[src/rtl/keyboard_pkg.sv]
`default_nettype none
// ============================================================================
//  Module   : keyboard_pkg
//  Purpose  : Shared constants and types for the PS/2 keyboard controller:
//             register offsets (addr[3:2]), receiver state encoding and a
//             saturating-increment helper.
//  Revision : 1.0  initial release
// ============================================================================
package keyboard_pkg;

    // Register offsets as seen on cpu_addr_in[3:2]
    localparam logic [1:0] KBD_REG_STATUS = 2'd0;
    localparam logic [1:0] KBD_REG_DATA   = 2'd1;
    localparam logic [1:0] KBD_REG_ERRCNT = 2'd2;
    localparam logic [1:0] KBD_REG_RSVD   = 2'd3;

    // PS/2 frame receiver states
    typedef enum logic [1:0] {
        IDLE   = 2'd0,
        DATA   = 2'd1,
        PARITY = 2'd2,
        STOP   = 2'd3
    } rx_state_t;

    // 8-bit increment that sticks at 255
    function automatic logic [7:0] sat_inc8(input logic [7:0] v);
        return (v == 8'hFF) ? v : v + 8'd1;
    endfunction

endpackage : keyboard_pkg
`default_nettype wire

[src/rtl/keyboard_if.sv]
`default_nettype none
// ============================================================================
//  Module   : keyboard_if
//  Purpose  : CPU-side register bus of the keyboard controller (address,
//             write data, byte write enables, registered read data).
//  Revision : 1.0  initial release
// ============================================================================
interface keyboard_if;
    import keyboard_pkg::*;

    logic [31:0] cpu_addr_in;
    logic [31:0] cpu_data_in;
    logic [3:0]  cpu_write_enable_in;
    logic [31:0] cpu_data_out;

    // CPU / memory controller side
    modport master (
        output cpu_addr_in,
        output cpu_data_in,
        output cpu_write_enable_in,
        input  cpu_data_out
    );

    // Keyboard controller side
    modport slave (
        input  cpu_addr_in,
        input  cpu_data_in,
        input  cpu_write_enable_in,
        output cpu_data_out
    );
endinterface : keyboard_if
`default_nettype wire

[src/rtl/keyboard_ps2_rx.sv]
`default_nettype none
// ============================================================================
//  Module   : ps2_rx
//  Purpose  : PS/2 frame receiver. Synchronises the raw PS/2 lines, glitch-
//             filters the clock, decodes 11-bit frames on filtered falling
//             edges and abandons a frame after TIMEOUT_CYCLES of silence.
//             Emits a 1-cycle byte_valid_o strobe for good frames and a
//             1-cycle err_o strobe for parity/stop errors and timeouts.
//  Revision : 1.0  initial release
// ============================================================================
module ps2_rx
    import keyboard_pkg::*;
#(
    parameter int FILTER_LEN     = 8,
    parameter int TIMEOUT_CYCLES = 50000
) (
    input  logic       clk_i,
    input  logic       rst_i,
    input  logic       ps2_clk_i,
    input  logic       ps2_data_i,
    output logic       byte_valid_o,
    output logic [7:0] byte_o,
    output logic       err_o
);

    localparam int FLT_W = (FILTER_LEN > 1) ? $clog2(FILTER_LEN) : 1;
    localparam int TO_W  = (TIMEOUT_CYCLES > 1) ? $clog2(TIMEOUT_CYCLES) : 1;
    localparam logic [FLT_W-1:0] FLT_LAST = FLT_W'(FILTER_LEN - 1);
    localparam logic [TO_W-1:0]  TO_LAST  = TO_W'(TIMEOUT_CYCLES - 1);

    logic [1:0]       clk_sync_q;
    logic [1:0]       data_sync_q;
    logic             clk_filt_q;
    logic [FLT_W-1:0] flt_cnt_q;

    rx_state_t        state_q,  state_d;
    logic [7:0]       shift_q,  shift_d;
    logic [2:0]       bitcnt_q, bitcnt_d;
    logic             par_q,    par_d;
    logic [TO_W-1:0]  to_cnt_q, to_cnt_d;
    logic             valid_q,  valid_d;
    logic             err_q,    err_d;

    logic w_data;
    logic w_flt_diff;
    logic w_flt_accept;
    logic w_fall;

    // Two-flop synchronisers; idle-high lines so reset to 1
    always_ff @(posedge clk_i) begin
        if (rst_i) begin
            clk_sync_q  <= 2'b11;
            data_sync_q <= 2'b11;
        end else begin
            clk_sync_q  <= {clk_sync_q[0],  ps2_clk_i};
            data_sync_q <= {data_sync_q[0], ps2_data_i};
        end
    end

    assign w_data       = data_sync_q[1];
    assign w_flt_diff   = (clk_sync_q[1] != clk_filt_q);
    assign w_flt_accept = w_flt_diff && (flt_cnt_q == FLT_LAST);
    // A fall is the filtered clock being accepted at 0 while it was 1
    assign w_fall       = w_flt_accept && clk_filt_q;

    // Glitch filter: a new level is taken after FILTER_LEN consecutive samples
    always_ff @(posedge clk_i) begin
        if (rst_i) begin
            clk_filt_q <= 1'b1;
            flt_cnt_q  <= '0;
        end else if (!w_flt_diff) begin
            flt_cnt_q  <= '0;
        end else if (w_flt_accept) begin
            clk_filt_q <= clk_sync_q[1];
            flt_cnt_q  <= '0;
        end else begin
            flt_cnt_q  <= flt_cnt_q + FLT_W'(1);
        end
    end

    // Receiver state and datapath registers
    always_ff @(posedge clk_i) begin
        if (rst_i) begin
            state_q  <= IDLE;
            shift_q  <= '0;
            bitcnt_q <= '0;
            par_q    <= 1'b0;
            to_cnt_q <= '0;
            valid_q  <= 1'b0;
            err_q    <= 1'b0;
        end else begin
            state_q  <= state_d;
            shift_q  <= shift_d;
            bitcnt_q <= bitcnt_d;
            par_q    <= par_d;
            to_cnt_q <= to_cnt_d;
            valid_q  <= valid_d;
            err_q    <= err_d;
        end
    end

    // Next-state: frame decode on each fall, silence timeout otherwise
    always_comb begin
        state_d  = state_q;
        shift_d  = shift_q;
        bitcnt_d = bitcnt_q;
        par_d    = par_q;
        to_cnt_d = to_cnt_q;
        valid_d  = 1'b0;
        err_d    = 1'b0;

        if (state_q == IDLE || w_fall) begin
            to_cnt_d = '0;
        end else if (to_cnt_q == TO_LAST) begin
            state_d  = IDLE;
            to_cnt_d = '0;
            err_d    = 1'b1;
        end else begin
            to_cnt_d = to_cnt_q + TO_W'(1);
        end

        if (w_fall) begin
            case (state_q)
                IDLE: begin
                    if (!w_data) begin
                        state_d  = DATA;
                        bitcnt_d = '0;
                        par_d    = 1'b0;
                    end
                end
                DATA: begin
                    shift_d = {w_data, shift_q[7:1]};
                    par_d   = par_q ^ w_data;
                    if (bitcnt_q == 3'd7) begin
                        state_d = PARITY;
                    end else begin
                        bitcnt_d = bitcnt_q + 3'd1;
                    end
                end
                PARITY: begin
                    // par_q ends up 1 when data+parity hold an odd number of ones
                    par_d   = par_q ^ w_data;
                    state_d = STOP;
                end
                STOP: begin
                    if (par_q && w_data) begin
                        valid_d = 1'b1;
                    end else begin
                        err_d   = 1'b1;
                    end
                    state_d = IDLE;
                end
                default: state_d = IDLE;
            endcase
        end
    end

    assign byte_valid_o = valid_q;
    assign byte_o       = shift_q;
    assign err_o        = err_q;

endmodule : ps2_rx
`default_nettype wire

[src/rtl/keyboard_controller.sv]
`default_nettype none
// ============================================================================
//  Module   : keyboard_controller
//  Purpose  : PS/2 keyboard receiver with a scancode FIFO and a 4-register
//             memory-mapped window (STATUS, DATA, ERRCNT, reserved).
//             Optional feature macro: KEYBOARD_ERROR_COUNT_EN enables the
//             8-bit saturating frame-error counter behind ERRCNT.
//  Revision : 1.0  initial release
// ============================================================================
module keyboard_controller
    import keyboard_pkg::*;
#(
    parameter int FIFO_DEPTH     = 16,
    parameter int FILTER_LEN     = 8,
    parameter int TIMEOUT_CYCLES = 50000
) (
    input  logic       clk_in,
    input  logic       rst_in,
    input  logic       ps2_clk_in,
    input  logic       ps2_data_in,
    keyboard_if.slave  bus
);

    localparam int AW = $clog2(FIFO_DEPTH);
    localparam int CW = AW + 1;
    localparam logic [CW-1:0] FULL_COUNT = CW'(FIFO_DEPTH);

    logic [7:0]    mem_q [FIFO_DEPTH];
    logic [AW-1:0] rd_ptr_q;
    logic [AW-1:0] wr_ptr_q;
    logic [CW-1:0] count_q;
    logic          ovf_q;
    logic [31:0]   data_out_q;

    logic          w_rx_valid;
    logic [7:0]    w_rx_byte;
    logic          w_rx_err;
    logic          w_wr;
    logic [1:0]    w_reg;
    logic          w_empty;
    logic          w_full;
    logic          w_pop;
    logic          w_push;
    logic          w_ovf_set;
    logic          w_ovf_clr;
    logic [7:0]    w_errcnt;
    logic [31:0]   w_rdata;
    logic          w_unused;

    ps2_rx #(
        .FILTER_LEN     (FILTER_LEN),
        .TIMEOUT_CYCLES (TIMEOUT_CYCLES)
    ) u_rx (
        .clk_i        (clk_in),
        .rst_i        (rst_in),
        .ps2_clk_i    (ps2_clk_in),
        .ps2_data_i   (ps2_data_in),
        .byte_valid_o (w_rx_valid),
        .byte_o       (w_rx_byte),
        .err_o        (w_rx_err)
    );

    assign w_wr    = |bus.cpu_write_enable_in;
    assign w_reg   = bus.cpu_addr_in[3:2];
    assign w_empty = (count_q == '0);
    assign w_full  = (count_q == FULL_COUNT);

    // Pop frees a slot first, so a push in the same cycle is taken even when full
    assign w_pop     = w_wr && (w_reg == KBD_REG_DATA) && !w_empty;
    assign w_push    = w_rx_valid && (!w_full || w_pop);
    assign w_ovf_set = w_rx_valid && w_full && !w_pop;
    assign w_ovf_clr = w_wr && (w_reg == KBD_REG_STATUS) && bus.cpu_data_in[1];

    // FIFO storage; no reset needed, contents are qualified by count_q
    always_ff @(posedge clk_in) begin
        if (w_push) begin
            mem_q[wr_ptr_q] <= w_rx_byte;
        end
    end

    // FIFO pointers, occupancy and sticky overflow (set beats clear)
    always_ff @(posedge clk_in) begin
        if (rst_in) begin
            rd_ptr_q <= '0;
            wr_ptr_q <= '0;
            count_q  <= '0;
            ovf_q    <= 1'b0;
        end else begin
            if (w_push) begin
                wr_ptr_q <= wr_ptr_q + AW'(1);
            end
            if (w_pop) begin
                rd_ptr_q <= rd_ptr_q + AW'(1);
            end
            case ({w_push, w_pop})
                2'b10:   count_q <= count_q + CW'(1);
                2'b01:   count_q <= count_q - CW'(1);
                default: count_q <= count_q;
            endcase
            ovf_q <= w_ovf_set | (ovf_q & ~w_ovf_clr);
        end
    end

`ifdef KEYBOARD_ERROR_COUNT_EN
    logic [7:0] errcnt_q;

    // Saturating error counter; an increment overrides a same-cycle clear
    always_ff @(posedge clk_in) begin
        if (rst_in) begin
            errcnt_q <= 8'd0;
        end else if (w_rx_err) begin
            errcnt_q <= sat_inc8(errcnt_q);
        end else if (w_wr && (w_reg == KBD_REG_ERRCNT)) begin
            errcnt_q <= 8'd0;
        end
    end

    assign w_errcnt = errcnt_q;
`else
    assign w_errcnt = 8'd0;
`endif

    // Read mux for the register selected this cycle
    always_comb begin
        w_rdata = 32'd0;
        case (w_reg)
            KBD_REG_STATUS: begin
                w_rdata[0]    = !w_empty;
                w_rdata[1]    = ovf_q;
                w_rdata[15:8] = 8'(count_q);
            end
            KBD_REG_DATA: begin
                if (!w_empty) begin
                    w_rdata[7:0] = mem_q[rd_ptr_q];
                    w_rdata[8]   = 1'b1;
                end
            end
            KBD_REG_ERRCNT: w_rdata[7:0] = w_errcnt;
            default:        w_rdata = 32'd0;
        endcase
    end

    // One-cycle read latency: register the selected word
    always_ff @(posedge clk_in) begin
        if (rst_in) begin
            data_out_q <= 32'd0;
        end else begin
            data_out_q <= w_rdata;
        end
    end

    assign bus.cpu_data_out = data_out_q;

    // Address/data bits outside the decoded fields are intentionally ignored
    assign w_unused = ^{bus.cpu_addr_in[31:4], bus.cpu_addr_in[1:0],
                        bus.cpu_data_in[31:2], bus.cpu_data_in[0], w_rx_err};

endmodule : keyboard_controller
`default_nettype wire

[src/flat_wrapper.sv]
// flat-port wrapper written by rule: the top's interface ports become plain ports
module keyboard_controller_flat import keyboard_pkg::*;
#(
    parameter int FIFO_DEPTH     = 16,
    parameter int FILTER_LEN     = 8,
    parameter int TIMEOUT_CYCLES = 50000
)
  (clk_in, rst_in, ps2_clk_in, ps2_data_in, bus_cpu_addr_in, bus_cpu_data_in, bus_cpu_write_enable_in, bus_cpu_data_out);
  keyboard_if bus_i ();
  input  logic clk_in;
  input  logic rst_in;
  input  logic ps2_clk_in;
  input  logic ps2_data_in;
  input wire logic [$bits(bus_i.cpu_addr_in)-1:0] bus_cpu_addr_in;
  input wire logic [$bits(bus_i.cpu_data_in)-1:0] bus_cpu_data_in;
  input wire logic [$bits(bus_i.cpu_write_enable_in)-1:0] bus_cpu_write_enable_in;
  output wire logic [$bits(bus_i.cpu_data_out)-1:0] bus_cpu_data_out;
  assign bus_i.cpu_addr_in = bus_cpu_addr_in;
  assign bus_i.cpu_data_in = bus_cpu_data_in;
  assign bus_i.cpu_write_enable_in = bus_cpu_write_enable_in;
  assign bus_cpu_data_out = bus_i.cpu_data_out;
  keyboard_controller #(.FIFO_DEPTH(FIFO_DEPTH), .FILTER_LEN(FILTER_LEN), .TIMEOUT_CYCLES(TIMEOUT_CYCLES)) u_core (.clk_in(clk_in), .rst_in(rst_in), .ps2_clk_in(ps2_clk_in), .ps2_data_in(ps2_data_in), .bus(bus_i));
endmodule
[config.mk]
export PLATFORM = sky130hd
export DESIGN_NAME = keyboard_controller_flat
export DESIGN_NICKNAME = d
export VERILOG_FILES = /design/src/rtl/keyboard_pkg.sv /design/src/rtl/keyboard_if.sv /design/src/rtl/keyboard_ps2_rx.sv /design/src/rtl/keyboard_controller.sv /design/src/flat_wrapper.sv
export SDC_FILE = /design/constraint.sdc
export NUM_CORES = 1
export LEC_CHECK = 0
export ABC_AREA = 1
export CORE_MARGIN = 5
export CORE_UTILIZATION = 57
export DETAILED_ROUTE_END_ITERATION = 7
export DONT_BUFFER_PORTS = 1
export PLACE_DENSITY = 0.81
export SYNTH_ARGS = -nofsm -noshare
export SYNTH_HDL_FRONTEND = slang
export SYNTH_SLANG_ARGS = --single-unit
export TNS_END_PERCENT = 20
[constraint.sdc]
create_clock -name clk_in -period 1.7 [get_ports clk_in]
set_input_delay 0.255 -clock clk_in [delete_from_list [all_inputs] [get_ports clk_in]]
set_output_delay 0.255 -clock clk_in [all_outputs]
set_load 0.01 [all_outputs]
=== Yosys cells after proc, flatten, opt, wreduce, memory -nomap -nowiden ===
Memory sizes are Yosys's and may differ from the RTL's. A register that Yosys moved wholly into a read port is not among the register bits.
Cells that the tools add are included.

* Add/subtract/negate cells: 7
* Multipliers: 0
* Div/mod/pow operators: 0
* Magnitude comparators: 0
* Eq/ne operators: 13
* Shift-type cells: 0
* Mux-type cells: 20
* Bitwise operators: 9
* Reduce and logical (&&, ||, !) cells: 32

{| class="wikitable"
|+ Operator list
! cell !! count
|-
| $add 16x1->16 const B || 1
|-
| $eq 16x16->1 const B || 1
|-
| $reduce_or 3->1 || 4
|-
| $logic_and 1x1->1 || 10
|-
| $mux 2 || 5
|-
| $pmux 5 s2 || 1
|-
| $mux 9 || 1
|-
| $add 4x1->4 const B || 2
|-
| $mux 4 || 2
|-
| $pmux 2 s4 || 1
|-
| $add 3x1->3 const B || 2
|-
| $eq 2x1->1 const B || 3
|-
| $eq 2x2->1 const B || 3
|-
| $eq 3x3->1 const B || 2
|-
| $mux 3 || 2
|-
| $not 1->1 || 6
|-
| $pmux 3 s2 || 1
|-
| $reduce_bool 2->1 || 3
|-
| $add 5x1->5 const B || 1
|-
| $eq 5x5->1 const B || 1
|-
| $logic_not 5->1 || 1
|-
| $sub 5x1->5 const B || 1
|-
| $logic_not 2->1 || 2
|-
| $mux 1 || 4
|-
| other kinds (14) || 21
|}

* Register bits after elaboration: 85
* Latch bits: 0
* RAM bits: 128
* Memory bits (read-only): 0
* Input bits: 72
* Output and inout port bits: 32
* Logic and storage cells: 100
* Memories kept: 1

{| class="wikitable"
|+ Memory list
! memory !! words !! width !! read ports !! clocked after Yosys merged registers in !! write ports !! line !! text
|-
| u_core.mem_q || 16 || 8 || 1 || 1 || 1 || keyboard_controller.sv:28 || <nowiki>logic [7:0] mem_q [FIFO_DEPTH];</nowiki>
|}

=== Depth between registers and ports, before layout ===
Gate-level depths: netlist of run 1.

* Word-level depth: 8
* Depth in mapped cells: 16
* Gate-level depth less buffers: 16

=== Cells and area by module ===
Synthesis of run 1 repeated with hierarchy kept, for this count alone.

* Cells, all modules: 796
* Area, all modules: 8466.9 um^2

{| class="wikitable"
|+ Modules (own cells, without submodules)
! module !! times used !! cells each !! area each (um^2)
|-
| keyboard_controller || 1 || 560 || 6636.4
|-
| ps2_rx || 1 || 236 || 1830.5
|}

=== Least setup slack after synthesis of run 1 ===
Ideal clock, no wire load.

* Path kind: reg2reg
* From: register u_core.count_q[2]
* To: register u_core.count_q[4]
* Data arrival time: 1711 ps
* Data required time: 1585 ps
* Slack: -126 ps
* Cell stages (with the launch flop): 11
* Period minus slack after synthesis: 1826 ps
* Path through: dfxtp_1 > nor2_1 > nand3_2 > nand3_1 > inv_1 > ha_1 > or2_2 > nand3_2 > nand3_1 > nand2_1 > nor2_1

* Cells in the longest elaborated chain, start to end: 7
* Elaborated cells between the ends (all ways): 13
* Classes of those cells: add/sub: 2; eq/ne: 3; mux: 1; reduce/logical: 7

{| class="wikitable"
|+ RTL lines
! what !! line !! text
|-
| from (decl) || keyboard_controller.sv:31 || <nowiki>logic [CW-1:0] count_q;</nowiki>
|-
| from (signal assigned) || keyboard_controller.sv:96 || <nowiki>2'b10: count_q <= count_q + CW'(1);</nowiki>
|-
| from (signal assigned) || keyboard_controller.sv:97 || <nowiki>2'b01: count_q <= count_q - CW'(1);</nowiki>
|-
| from (signal assigned) || keyboard_controller.sv:98 || <nowiki>default: count_q <= count_q;</nowiki>
|-
| $logic_not 5->1 || keyboard_controller.sv:65 || <nowiki>assign w_empty = (count_q == '0);</nowiki>
|-
| $logic_not 1->1 || keyboard_controller.sv:69 || <nowiki>assign w_pop = w_wr && (w_reg == KBD_REG_DATA) && !w_empty;</nowiki>
|-
| $logic_and 1x1->1 || keyboard_controller.sv:69 ||
|-
| $logic_or 1x1->1 || keyboard_controller.sv:70 || <nowiki>assign w_push = w_rx_valid && (!w_full || w_pop);</nowiki>
|-
| $logic_and 1x1->1 || keyboard_controller.sv:70 ||
|-
| $eq 2x1->1 or $eq 2x2->1 (tied branches) || keyboard_controller.sv:95 || <nowiki>case ({w_push, w_pop})</nowiki>
|-
| $pmux 5 s2 or $reduce_bool 2->1 (tied branches) || - ||
|}

Several ways; a longest one is shown, not always the timed one.
A chain may end at the register's enable or synchronous reset.

=== Worst setup path after layout of run 1 ===
* From: register u_core.count_q[1]
* To: register u_core.count_q[4]

Same word-level chain as after synthesis.

==> results.json, run 1 <==
{
  "crit_arrival_ps": 2060,
  "core_um2": 14000,
  "setup_ws_ps": -23.0,
  "yosys.area.top_type": "edfxtp_1",
  "numCtsBuffers": 17,
  "max_freq_mhz": 580,
  "die_width_um": 130,
  "period_needed_ps": 1720,
  "final_cell_area_um2": 9610,
  "synth_area_um2": 8180,
  "min_period_over_period_pct": 101,
  "synth_commonest_cells": "edfxtp_1, nor2_1, o21ai_0",
  "whs_ps": 35.0,
  "critPathCaptureType": "register",
  "io_pins": 104,
  "nets": 915,
  "h-tree-depth": 4,
  "yosys_most_used_dff": "edfxtp_1",
  "grt_usage_pct": 21.0,
  "reg2regPathDepth": 11,
  "fin_cells": 1019,
  "synth-edff-count": 128,
  "rrSetupSlack_ps": -20,
  "start_kind": "register",
  "cp_max_fo": 3,
  "status": "finished with violations",
  "worstHoldEndpoint": "u_core.bus.cpu_data_out[0]",
  "final_util_pct": 68.7,
  "syn_area_per_cell_um2": 10.5,
  "ys_top_cells_by_area": "edfxtp_1, dfxtp_1, nor2_1",
  "cap_violations": 0,
  "first_pass_iters": 5,
  "die-area_um2": 16900,
  "worst_pin_slew_ps": 777,
  "slew_violations": 0,
  "regToRegEndpoint": "u_core.count_q[4]",
  "dp_slack_ps": -76.2,
  "hpwl_um": 10800,
  "drc_errors": 0,
  "place_inst": 978,
  "yosysWarnings": 0,
  "vias": 5895,
  "overflow": 0,
  "grt_max_degree": 47,
  "routedWlPerCell_um": 17.4,
  "die_h_um": 130,
  "cts-root-buf": "clkbuf_16",
  "cts_tree": "yes",
  "worstHoldPathCells": 3,
  "setup_viol_count_final": 11,
  "cts.sinks": 198,
  "portBuffers": 0,
  "layout-drive-gt1-share_pct": 19.7,
  "grt_pass1_wl_um": 27400,
  "p_per_area_nw_per_um2": 1100,
  "clk_latency_ps": 430,
  "dpl_cell_area_um2": 8640,
  "routabilityCongestion": 0.825,
  "drt-total-wl_um": 17700,
  "finalHoldViolCount": 0,
  "yosysMostFrequentCell": "edfxtp_1",
  "hold_path_class": "input pin to register",
  "slew_headroom_pct": 48.0,
  "synthDistinctLibCells": 39,
  "row_count": 43,
  "antenna_cells": 0,
  "synth_seq_cells": 198,
  "irDropWorstVdd_v": 0.000738,
  "min_from": "bus_cpu_addr_in[2]",
  "netlist_instances": 779,
  "ant_nets": 0,
  "path_class": "register to register",
  "setup_tns_ps": -59.0,
  "worstPathRequired_ps": 2030,
  "yosysSeqAreaShare_pct": 64.1,
  "p_total_mw": 10.5,
  "clockBufferDepth": 2,
  "clkSlewWorstSetupHoldPaths_ps": 70,
  "rsz0062_at_grt": "true",
  "viasPerCell": 5.79,
  "area_growth_pct": 17.5,
  "first_iter_violations": 527,
  "skew_ps": 11.0,
  "antenna_found_initial": 0,
  "async_reset_ff_share_pct": 0,
  "r2r_start": "u_core.count_q[1]",
  "grt_pass1_vias": 5693,
  "synth_top_area_share_pct": 47.0,
  "p_leak_nw": 3.61,
  "initial_utilization_pct": 58.5,
  "violations": "setup timing"
}
-- cells by family after synthesis --
logic type / Yosys count / synth area share, %
xor gates and xnor gates: 2 / 0.214
buffers and inverters: 111 / 6.25
adders and majority gates: 17 / 2.60
AOI/OAI and AO/OA: 179 / 12.6
and+or+nand+nor: 271 / 14.2
other: 1 / 0.0458
DFF: 198 / 64.1
-- metal layers --
layer	share of wire (%)	vias up	track usage [%]
met3	6.3	37	5.12
li1	-	2768	-
met5	0	-	0
met2	52	226	35.8
met1	40	2864	25.8
met4	2.1	0	8.62
-- power by group --
group,switching (mW),internal (mW),total (mW),leakage (nW)
sequential,0.0636,5.13,5.19,1.76
combinational,0.835,0.518,1.35,1.57
clock,1.69,2.30,3.99,0.285
-- repair_timing --
action,in CTS,in global routing
gates resized for setup,7,86
pin swaps,3,20
hold endpoints to repair,20,0
hold buffers,3,0
setup endpoints to repair,6,130
buffers inserted,0,6
-- registers in the layout, summed over array words and instances, names as in the netlist, 3 cells and up, named ones only --
signal	count
u_core.rd_ptr_q	4
u_core.mem_q	128
u_core.u_rx.flt_cnt_q	3
u_core.wr_ptr_q	4
u_core.bus.cpu_data_out	13
u_core.count_q	5
u_core.u_rx.byte_o	8
u_core.u_rx.to_cnt_q	16
u_core.u_rx.bitcnt_q	3
-- cell type report --
cell class | instances | area (um^2)
Fill cell | 961 | 4380
Clock buffer | 18 | 429
Multi-Input combinational cell | 488 | 2710
Clock inverter | 14 | 160
Timing Repair Buffer | 57 | 589
Inverter | 64 | 240
Sequential cell | 198 | 5260
Tap cell | 180 | 225
-- how the worst max path moves through the flow --
stage	cells past startpoint	end	slack (ps)	startpoint
after detailed placement	10	u_core.count_q[4]	-80	bus_cpu_write_enable_in[1]
final	11	u_core.count_q[4]	-20	u_core.count_q[1]
after global routing	14	u_core.count_q[4]	-120	u_core.count_q[1]
after CTS	8	u_core.mem_q[3][3]	8	u_core.count_q[0]
after floorplan	7	u_core.mem_q[11][0]	-70	bus_cpu_addr_in[3]
after global placement	10	u_core.count_q[4]	-20	bus_cpu_write_enable_in[1]
-- worst max-delay path, stage by stage, from the launching register on --
cell	delay (ps)
dfxtp_2	330
nor2_4	110
nand3_2	110
nand3_2	110
inv_1	90
ha_4	280
buf_4	110
nand4_1	120
nand3_2	130
nand3_1	110
nand2_1	70
nor2_1	40
-- layout by cell type (no fill, tap or decap), types with 4 or more instances in the layout --
cell / n
edfxtp_1: 128
nor2_1: 108
o21ai_0: 87
nand2_1: 70
dfxtp_1: 61
inv_1: 56
a21oi_1: 33
buf_4: 28
nand3_1: 26
o22ai_1: 22
conb_1: 19
buf_6: 19
clkbuf_16: 17
nor2_2: 16
ha_1: 16
nand2_2: 12
inv_2: 8
o21ai_1: 8
o221ai_1: 8
nand3_2: 7
dfxtp_2: 7
nand4_1: 6
o211ai_1: 6
buf_12: 6
nand2_4: 5
a211oi_1: 5
or2_2: 5
nor3_1: 5
nor2_4: 4
clkinv_4: 4
Note: power is estimated with default switching activity, not from simulation.
==> run 2, diff against run 1 <==
Settings changed: SETUP_SLACK_MARGIN from default to 0.4.
==> run 2 against run 1 <==
  * The run still ends with setup timing left
  * Via count up 10%
  * Worst hold slack got worse by 17 ps
  * Wire length increased by 31%
  * First-iteration DRC count up 24%
  * Cell count rose by 2.6%
  * Flip-flop and latch count is the same
  * Largest power group unchanged
  * Highest routed layer unchanged
  * Register-to-register slack worse by 60 ps
  * Sequential share of layout area fell by 5.7 points
==> results.json, run 2 (synthesis gave the netlist of run 1 again) <==
{
  "status": "finished with violations",
  "violations": "setup timing",
  "cts_tree": "yes",
  "largest_register": "u_core.mem_q",
  "grt_max_degree": 38,
  "crit_start": "u_core.count_q[1]",
  "portBuffers": 0,
  "grt_pass1_wl_um": 29800,
  "largest_reg_flops": 128,
  "start_kind": "register",
  "cts.sinks": 198,
  "initial_utilization_pct": 58.5,
  "setup_tns_ps": -2030,
  "max_freq_mhz": 562,
  "rsz0062_at_grt": "true",
  "viasPerCell": 6.22,
  "critPathCaptureType": "register",
  "min_period_over_period_pct": 105,
  "setup_viol_count_final": 76,
  "clockBufferDepth": 2,
  "numCtsBuffers": 17,
  "skew_ps": 12.3,
  "rrSetupSlack_ps": -80,
  "hold_path_class": "input pin to register",
  "finalHoldViolCount": 0,
  "nets": 942,
  "routabilityCongestion": 0.831,
  "io_pins": 104,
  "core_um2": 14000,
  "path_class": "register to register",
  "clk_latency_ps": 440,
  "place_inst": 959,
  "worst_pin_slew_ps": 912,
  "grt_pass1_vias": 6093,
  "worstPathRequired_ps": 1800,
  "first_iter_violations": 655,
  "final_util_pct": 77.0,
  "final_common_cell": "edfxtp_1",
  "die-area_um2": 16900,
  "grt_usage_pct": 23.3,
  "crit_arrival_ps": 1880,
  "ant_nets": 0,
  "cp_max_fo": 8,
  "first_pass_iters": 7,
  "drt-total-wl_um": 23200,
  "period_needed_ps": 1780,
  "overflow": 0,
  "fin_cells": 1046,
  "die_width_um": 130,
  "cap_violations": 0,
  "layout-drive-gt1-share_pct": 33.3,
  "row_count": 43,
  "drc_errors": 0,
  "cts-root-buf": "clkbuf_16",
  "p_per_area_nw_per_um2": 1050,
  "vias": 6507,
  "area_growth_pct": 31.6,
  "routedWlPerCell_um": 22.2,
  "slew_violations": 0,
  "setup_ws_ps": -80.0,
  "min_from": "rst_in",
  "irDropWorstVdd_v": 0.000946,
  "clkSlewWorstSetupHoldPaths_ps": 70,
  "slew_headroom_pct": 39.0,
  "p_leak_nw": 3.88,
  "antenna_found_initial": 0,
  "die_h_um": 130,
  "antenna_cells": 0,
  "hpwl_um": 10800,
  "h-tree-depth": 4,
  "final_cell_mix": "edfxtp_1, nor2_1, o21ai_0, nand2_1, dfxtp_1",
  "final_cell_area_um2": 10800,
  "r2r_start": "u_core.count_q[1]",
  "dpl_cell_area_um2": 8700
}
[run 2: cell count changes in the layout (fill, tap and decap cells not counted), moves of 9 or more]
cell,delta
buf_4,+9
a21oi_2,+15
buf_12,+13
nor2_4,+18
inv_1,-13
nand2_1,-9
a21oi_1,-15
nand3_1,-9
o21ai_0,-24
nor2_1,-12
o21ai_2,+13
[run 2: per-layer routing]
layer	vias up	global-route usage [%]	share of wire (%)
li1	2825	-	-
met3	94	5.20	8.8
met1	3170	26.4	34
met2	418	40.9	52
met4	0	12.6	4.9
met5	-	0	0
[run 2: final timing paths]
check | to | depth (start not counted)
worst max-delay path | u_core.mem_q[2][3] | 8
worst min-delay path | u_core.u_rx.flt_cnt_q[0] | 3
worst max register to register | u_core.mem_q[2][3] | 8
worst min register to register | u_core.u_rx.clk_sync_q[1] | 1
[run 2: repair_timing]
item	in CTS	in global routing
buffers inserted	23	22
endpoints found under the setup margin	185	189
resized for setup	53	189
pin swaps	28	83
cloned	0	5
hold buffers	4	1
hold endpoints to repair	21	4
[run 2: through the flow]
step / hold slack, ps / total power, mW / setup slack [ps]
after detailed placement: 329 / 6.55 / -62.2
after global placement: 328 / 6.49 / 24.9
after CTS: 34.2 / 10.5 / 45.9
after global routing: 16.8 / 11.7 / -142
final: 17.5 / 11.3 / -80.0
after floorplan: 359 / 6.19 / 59.3
[run 2: final cells by class]
cell class                      count  area [um^2]
Clock inverter                     13          155
Timing Repair Buffer               84         1040
Fill cell                         764         3220
Clock buffer                       19          433
Multi-Input combinational cell    488         3340
Sequential cell                   198         5280
Tap cell                          180          225
Inverter                           64          292
[run 2: critical path: stages, from the launching register on]
cell and delay (ps):
dfxtp_2 370, nor2_4 60, nand3_4 100, buf_4 130
nand2_4 50, a21oi_4 150, buf_12 180, nand2_8 100
nor2_4 300
[run 2: report_power, final]
part           internal, mW  leakage [nW]  switching [mW]  total (mW)
clock network          2.31         0.285            1.77        4.08
registers              5.12          1.76          0.0918        5.22
logic                 0.895          1.84            1.11        2.01
==> run 3, diff against run 2 <==
Settings changed: CORE_MARGIN 5 to default.
==> run 3 against run 2 <==
  * The flow still finishes with violations (setup timing)
  * Sequential share of layout area barely moved
  * First-iteration DRC count rose by 39%
  * Critical path depth rose by 3
  * Register-to-register slack got worse by 70 ps
  * Global-route usage rose by 5.1 points
  * Utilization rose by 0.21 points
  * Wire length rose by 7.5%
  * Power fell by 1.2%
  * Largest power group unchanged
==> results.json, run 3 (synthesis gave the netlist of run 1 again) <==
{
  "slew_headroom_pct": 41.7,
  "cts-root-buf": "clkbuf_16",
  "largest_register": "u_core.mem_q",
  "routabilityCongestion": 0.833,
  "setup_viol_count_final": 11,
  "hpwl_um": 11100,
  "setup_tns_ps": -663,
  "core_um2": 13900,
  "fillers": 717,
  "grt_pass1_wl_um": 31400,
  "p_per_area_nw_per_um2": 1040,
  "cts_tree": "yes",
  "antenna_found_initial": 0,
  "crit_path_top_delay_cell": "dfxtp_1",
  "nets": 954,
  "die-area_um2": 14800,
  "max_freq_mhz": 541,
  "irDropWorstVdd_v": 0.000763,
  "clk_latency_ps": 440,
  "portBuffers": 0,
  "min_period_over_period_pct": 109,
  "place_inst": 966,
  "viasPerCell": 6.40,
  "r2r_start": "u_core.u_rx.to_cnt_q[8]",
  "p_leak_nw": 3.93,
  "seqCellArea_um2": 5270,
  "final_util_pct": 77.2,
  "first_iter_violations": 911,
  "drt-total-wl_um": 25000,
  "final_cell_area_um2": 10800,
  "area_growth_pct": 31.5,
  "worstPathRequired_ps": 2000,
  "clockBufferDepth": 2,
  "overflow": 0,
  "die_h_um": 122,
  "routedWlPerCell_um": 23.6,
  "finalHoldViolCount": 0,
  "io_pins": 104,
  "skew_ps": 9.81,
  "vias": 6767,
  "grt_usage_pct": 28.4,
  "antenna_cells": 0,
  "dp_slack_ps": -78.2,
  "grt_pass1_vias": 6169,
  "numCtsBuffers": 17,
  "p_total_mw": 11.2,
  "layout-drive-gt1-share_pct": 31.8,
  "setup_ws_ps": -148,
  "rsz0062_at_grt": "true",
  "cp_max_fo": 4,
  "whs_ps": 23.3,
  "initial_utilization_pct": 58.7,
  "hold_path_class": "input pin to register",
  "drc_errors": 0,
  "path_cells": "nand2_1 -> inv_1 -> nand3_1 -> nor2_1 -> nand2_2 -> o21ai_2 -> inv_1 -> o21ai_1 -> nand2_1 -> nand2_2 -> a21oi_2",
  "dpl_cell_area_um2": 8820,
  "critical_path_buf_inv_count": 2,
  "cts.sinks": 198,
  "fin_cells": 1058,
  "worst_pin_slew_ps": 872,
  "multi_input_area_um2": 3190,
  "die_width_um": 122,
  "clkSlewWorstSetupHoldPaths_ps": 70,
  "final_common_cell": "edfxtp_1",
  "critPathCaptureType": "register",
  "crit_arrival_ps": 2150,
  "row_count": 43,
  "slew_violations": 0,
  "h-tree-depth": 4,
  "status": "finished with violations",
  "first_pass_iters": 7,
  "min_from": "bus_cpu_addr_in[2]",
  "period_needed_ps": 1850,
  "largest_reg_flops": 128,
  "final_cell_mix": "edfxtp_1, nor2_1, o21ai_0, nand2_1, dfxtp_1",
  "critPathMaxStageDelay_ps": 400,
  "ant_nets": 0,
  "start_kind": "register",
  "grt_max_degree": 54,
  "path_class": "register to register",
  "cp_top_family": "simple AND/OR/NAND/NOR gates",
  "crit_start": "u_core.u_rx.to_cnt_q[8]",
  "violations": "setup timing",
  "cap_violations": 0
}
[run 3: changes by cell type in the layout (fill, tap and decap cells not counted), moves of 6 or more]
| cell | delta |
|---|---|
| a21oi_1 | +8 |
| o21ai_0 | +6 |
| nor2_2 | -6 |
| a21oi_2 | -10 |
| nand2_2 | +7 |
[run 3: worst paths after layout]
kind | to | slack, ps | depth (start not counted)
setup / recovery | u_core.u_rx.state_q[1] | -150 | 11
hold / removal | u_core.bus.cpu_data_out[0] | 20 | 3
setup reg to reg | u_core.u_rx.state_q[1] | -150 | 11
hold reg to reg | u_core.u_rx.clk_sync_q[1] | 430 | 1
[run 3: layout make-up]
class	count	area share, %
Timing Repair inverter	1	0.0698
Clock inverter	13	1.06
Tap cell	180	2.09
Sequential cell	198	49.0
Multi-Input combinational cell	488	29.6
Inverter	64	2.65
Timing Repair Buffer	95	11.2
Clock buffer	19	4.32
[run 3: timing repair]
action,CTS,global route
pin swaps,33,65
endpoints found under the setup margin,182,188
hold endpoints to repair,20,0
gates resized for setup,58,132
hold buffers,3,0
cloned,0,10
buffers inserted,25,22
[run 3: worst reg2reg max path: cells and delay by family (launching register included)]
| kind | cells | cell delay, ps |
|---|---|---|
| buf+inv | 2 | 220 |
| flops | 1 | 400 |
| compound gates | 3 | 450 |
| simple gates | 6 | 640 |
[run 3: power by group]
part	internal [mW]	switching (mW)
Clock	2.05	1.90
Combinational	0.846	1.19
Sequential	5.13	0.0707
[run 3: routing by layer]
metal	up-vias	share of wire, %	global-route usage, %
met3	135	8.7	5.57
met5	-	0	0
li1	2850	-	-
met1	3201	34	32.9
met2	581	52	49.1
met4	0	5.0	16.1
